<file path="config.mk">
export PLATFORM = sky130hd
export DESIGN_NAME = comparador_serie_flat
export DESIGN_NICKNAME = d
export VERILOG_FILES = /design/src/rtl/comparador_serie_if.sv /design/src/rtl/comparador_serie.sv /design/src/flat_wrapper.sv
export SDC_FILE = /design/constraint.sdc
export NUM_CORES = 1
export LEC_CHECK = 0
export CORE_MARGIN = 2
export CORE_UTILIZATION = 60
export DETAILED_ROUTE_END_ITERATION = 16
export DONT_BUFFER_PORTS = 1
export GPL_TIMING_DRIVEN = 0
export HOLD_SLACK_MARGIN = 0.08
export PLACE_DENSITY_LB_ADDON = 0.05
export SYNTH_ARGS = -nofsm -noshare
export SYNTH_HDL_FRONTEND = slang
export SYNTH_HIERARCHICAL = 1
export SYNTH_SLANG_ARGS = --single-unit
</file>
<file path="constraint.sdc">
create_clock -name clk -period 1.99 [get_ports clk]
set_input_delay 0.597 -clock clk [delete_from_list [all_inputs] [get_ports clk]]
set_output_delay 0.597 -clock clk [all_outputs]
set_load 0.03 [all_outputs]
</file>
<file path="src/rtl/comparador_serie_if.sv">
// comparador_serie_if: start/operand request and busy/done/eq/gt/lt result bundle
interface comparador_serie_if #(parameter int W = 8);
    logic         start;
    logic [W-1:0] a;
    logic [W-1:0] b;
    logic         busy;
    logic         done;
    logic         eq;
    logic         gt;
    logic         lt;
    modport master (output start, a, b, input busy, done, eq, gt, lt);
    modport slave (input start, a, b, output busy, done, eq, gt, lt);
endinterface

</file>
<file path="src/rtl/comparador_serie.sv">
// comparador_serie: bit-serial MSB-first unsigned comparator over the comparador1 cell.
// Define COMPARADOR_EARLY_EXIT_EN to leave SHIFT right after the first differing bit.
module comparador1 (
    input  logic a,
    input  logic b,
    output logic eq
);
    assign eq = a ~^ b;
endmodule

module comparador_serie #(
    parameter int W = 8
) (
    input logic               clk,
    input logic               rst,
    comparador_serie_if.slave bus
);
    localparam int CW = $clog2(W + 1);

    typedef enum logic [1:0] {IDLE, SHIFT, DONE} state_t;

    state_t        state, state_n;
    logic [W-1:0]  sa, sb;
    logic [CW-1:0] cnt;
    logic          dec, gt_r, eq_q, gt_q, lt_q;
    logic          bit_eq, dec_n, gt_n, fin, load;

    comparador1 u_cell (.a(sa[W-1]), .b(sb[W-1]), .eq(bit_eq));

    // The first mismatch decides the result; its A bit tells which side is larger
    assign dec_n = dec | ~bit_eq;
    assign gt_n  = (!dec && !bit_eq) ? sa[W-1] : gt_r;
    assign load  = (state != SHIFT) && bus.start;

`ifdef COMPARADOR_EARLY_EXIT_EN
    assign fin = (cnt == CW'(1)) || dec_n;
`else
    assign fin = cnt == CW'(1);
`endif

    assign bus.busy = state == SHIFT;
    assign bus.done = state == DONE;
    assign bus.eq   = eq_q;
    assign bus.gt   = gt_q;
    assign bus.lt   = lt_q;

    // State register
    always_ff @(posedge clk) begin
        if (rst) state <= IDLE;
        else     state <= state_n;
    end

    // Next state: IDLE and DONE both accept start, SHIFT runs until fin
    always_comb begin
        state_n = state;
        state_n = (state == SHIFT) ? (fin ? DONE : SHIFT) : (bus.start ? SHIFT : IDLE);
    end

    // Operand capture, serial shifting and result registration on entry to DONE
    always_ff @(posedge clk) begin
        if (rst) begin
            sa   <= '0;
            sb   <= '0;
            cnt  <= '0;
            dec  <= 1'b0;
            gt_r <= 1'b0;
            eq_q <= 1'b0;
            gt_q <= 1'b0;
            lt_q <= 1'b0;
        end else if (load) begin
            sa   <= bus.a;
            sb   <= bus.b;
            cnt  <= CW'(W);
            dec  <= 1'b0;
            gt_r <= 1'b0;
        end else if (state == SHIFT) begin
            sa   <= sa << 1;
            sb   <= sb << 1;
            cnt  <= cnt - CW'(1);
            dec  <= dec_n;
            gt_r <= gt_n;
            if (fin) begin
                eq_q <= !dec_n;
                gt_q <= dec_n & gt_n;
                lt_q <= dec_n & !gt_n;
            end
        end
    end
endmodule
</file>
<file path="src/flat_wrapper.sv">
// flat-port wrapper written by rule: the top's interface ports become plain ports
module comparador_serie_flat 
#(
    parameter int W = 8
)
  (clk, rst, bus_start, bus_a, bus_b, bus_busy, bus_done, bus_eq, bus_gt, bus_lt);
  comparador_serie_if #(.W(W)) bus_i ();
  input logic clk;
  input logic rst;
  input wire logic [$bits(bus_i.start)-1:0] bus_start;
  input wire logic [$bits(bus_i.a)-1:0] bus_a;
  input wire logic [$bits(bus_i.b)-1:0] bus_b;
  output wire logic [$bits(bus_i.busy)-1:0] bus_busy;
  output wire logic [$bits(bus_i.done)-1:0] bus_done;
  output wire logic [$bits(bus_i.eq)-1:0] bus_eq;
  output wire logic [$bits(bus_i.gt)-1:0] bus_gt;
  output wire logic [$bits(bus_i.lt)-1:0] bus_lt;
  assign bus_i.start = bus_start;
  assign bus_i.a = bus_a;
  assign bus_i.b = bus_b;
  assign bus_busy = bus_i.busy;
  assign bus_done = bus_i.done;
  assign bus_eq = bus_i.eq;
  assign bus_gt = bus_i.gt;
  assign bus_lt = bus_i.lt;
  comparador_serie #(.W(W)) u_core (.clk(clk), .rst(rst), .bus(bus_i));
endmodule
</file>
==> results.toml <==
[sta]
worst_slew_pin_slew_ns = 0.5801
finalClockSkew_ns = 0.009183
setup_viol = 0
relSlewSlack_pct = 61.25
drv_slew = 0
finalSetupTns_ns = 0
period_minus_slack_ns = 1.782
hold_viol_final = 0
grt_setup_unrepaired = "false"
worst_slack_ns = 0.2084
hold_slack_ns = 0.4832
max_freq_ghz = 0.5613
period_share_pct = 89.53

[pwr]
max-vdd-ir-drop_mv = 0.4648
power.leakage_nw = 0.5176
power_density_nw_per_um2 = 798.2

[worst_hold_path]
hold_path.class = "in -> reg"

[die]
rows = 16
io_pins = 24
die_h_microns = 49.60
coreArea_sq_um = 1962
die_area_sq_um = 2460
fp.dieW_microns = 49.60
initial_core_util_pct = 63.58

[layout]
final_common_cell = "dfxtp_1"
multi_input_area_sq_um = 621.8
drive_gt1_share_pct = 12.03
syn_to_final_growth_pct = 4.814
fillers = 189
seq_area_sq_um = 540.5
nets = 155
final_core_util_pct = 66.65
final_cell_mix = "27 x dfxtp_1, 17 x a211oi_1, 16 x mux2i_1, 16 x nor2_1, 8 x a21oi_1"
n_antenna_cell = 0

[synthesis]
syn-cell-area_sq_um = 1247
syn_avg_cell_area_sq_um = 9.670
netlist_instances = 129
synth_area_leader_cell = "dfxtp_1"
ys_warn_count = 6
synth.area.top_cells = "dfxtp_1 43%, mux2i_1 13%, a211oi_1 10%, nor2_1 4.8%, a21oi_1 3.2%"
synth.distinct_cells = 29
yosysTopAreaCellShare_pct = 43.33
synth-seq-cells = 27
async_reset_ff_share_pct = 0
synth-edff-count = 0
seq_area_frac_synth_pct = 43.33
synth_ff_type = "dfxtp_1"
synth_nets = 150

[grt]
grt_pass1_vias = 960
grt-ovfl-total = 0
antenna_found_initial = 0
grt_usage_pct = 21.69
grt_max_degree = 15
grt_pass1_wl_mm = 4.140

[place]
hpwl_mm = 1.783
portBuffers = 0
gp_congestion = 0.8355
preCtsSetupSlack_ns = 0.3467

[setup_path]
slowest_delay_ns = 0.33
crit_chain = "nand2b_4, buf_8, inv_6, buf_6"
endpoint_kind = "output port"
worstPathMaxFanout = 10
crit_required_ns = 1.39
worst_ep_arrival_time_ns = 1.18
critPathKind = "reg -> out"
crit_slowest_cell = "dfxtp_1"
cp-start-kind = "flop"

[status]
status = "complete, no violations"

[detailed_routing]
ant_nets = 0
dr_total_vias = 951
routedWlPerCell_microns = 15.30
avgViaCountPerCell = 5.944
first_iter_violations = 22
drt_first_pass_iters = 4
drc_errors = 0
wl_mm = 2.448

[clock_tree]
cts_max_level = 1
cts_buffers = 3
cts_tree = "built"
clk_path_buf_depth = 2
hold_buffers = 0
post_cts_buffers = 0
clock-sinks = 27
cts-root-buf = "clkbuf_4"
clk_pin_slew_worst_paths_ns = 0.15
clock_latency_ns = 0.32
cts-resized-gates = 0

[job]
maxCapViolCount = 0
## cell families (layout without fill, tap and decap cells)
| group | after synthesis | in the layout | share of synthesized area [%] |
|---|---|---|---|
| xor gates and xnor gates | 1 | 1 | 0.7022 |
| AOI/OAI and AO/OA | 30 | 30 | 16.85 |
| and+or+nand+nor | 36 | 36 | 15.05 |
| adders and majority gates | 2 | 2 | 2.006 |
| buffers and inverters | 15 | 19 | 6.820 |
| muxes | 18 | 18 | 15.25 |
| DFF | 27 | 27 | 43.33 |
## path summary, 6_finish.rpt
path | startpoint | end | slack, ns | cells past startpoint
max | u_core/state[1]$_SDFF_PP0_ | bus_busy | 0.21 | 4
min | bus_a[0] | u_core/sa[0]$_SDFFE_PP0P_ | 0.48 | 2
max reg2reg | u_core/cnt[1]$_SDFFE_PP0P_ | u_core/state[0]$_SDFF_PP0_ | 0.50 | 5
min reg2reg | u_core/cnt[1]$_SDFFE_PP0P_ | u_core/cnt[1]$_SDFFE_PP0P_ | 0.50 | 2
## power breakdown
part	total, mW	switching [mW]	internal [mW]
Clock	0.236	0.157	0.0784
Combinational	0.190	0.107	0.0837
Sequential	0.617	0.0337	0.584
## stage by stage
step           cell area, sq um  total power [mW]  cells
4_1_cts                    1308             1.051    160
5_1_grt                    1308             1.098    160
6_report                   1308             1.044    160
3_5_place_dp               1281            0.8190    156
3_3_place_gp               1281            0.8100    156
2_1_floorplan              1247            0.7801    129
## worst max-delay path, delay by kind of cell (launching register included)
kind,cells,cell delay (ns)
flip-flops,1,0.33
AND/OR/NAND/NOR,1,0.13
buffers and inverters,3,0.39
## cells in the mapped netlist, types with 4 or more instances
cell,instances
nor2_1,16
mux2i_1,16
inv_1,4
clkbuf_1,4
a21oi_1,8
buf_2,4
dfxtp_1,27
a211oi_1,17
nor3_1,7
## flip-flops by register name, summed over array words and instances (netlist names)
| register | count |
|---|---|
| u_core/gt_r | 1 |
| u_core/state | 2 |
| u_core/sb | 8 |
| u_core/bus.gt | 1 |
| u_core/sa | 8 |
| u_core/cnt | 4 |
| u_core/bus.lt | 1 |
| u_core/bus.eq | 1 |
| u_core/dec | 1 |
## final cells by class
class / count / area share, %
plain buffers: 10 / 4.689
well taps: 27 / 2.584
inverters: 5 / 1.818
clock buffers: 4 / 2.010
multi-input cells: 87 / 47.56
flip-flops and latches: 27 / 41.34
## routing by layer
layer	track usage, %	share of wire [%]	vias up
met3	3.030	3.0	2
met2	37.11	50	17
met1	28.10	46	457
met5	0	0	-
li1	-	-	475
met4	6.944	0.49	0
Note: power is estimated with default switching activity, not from simulation.
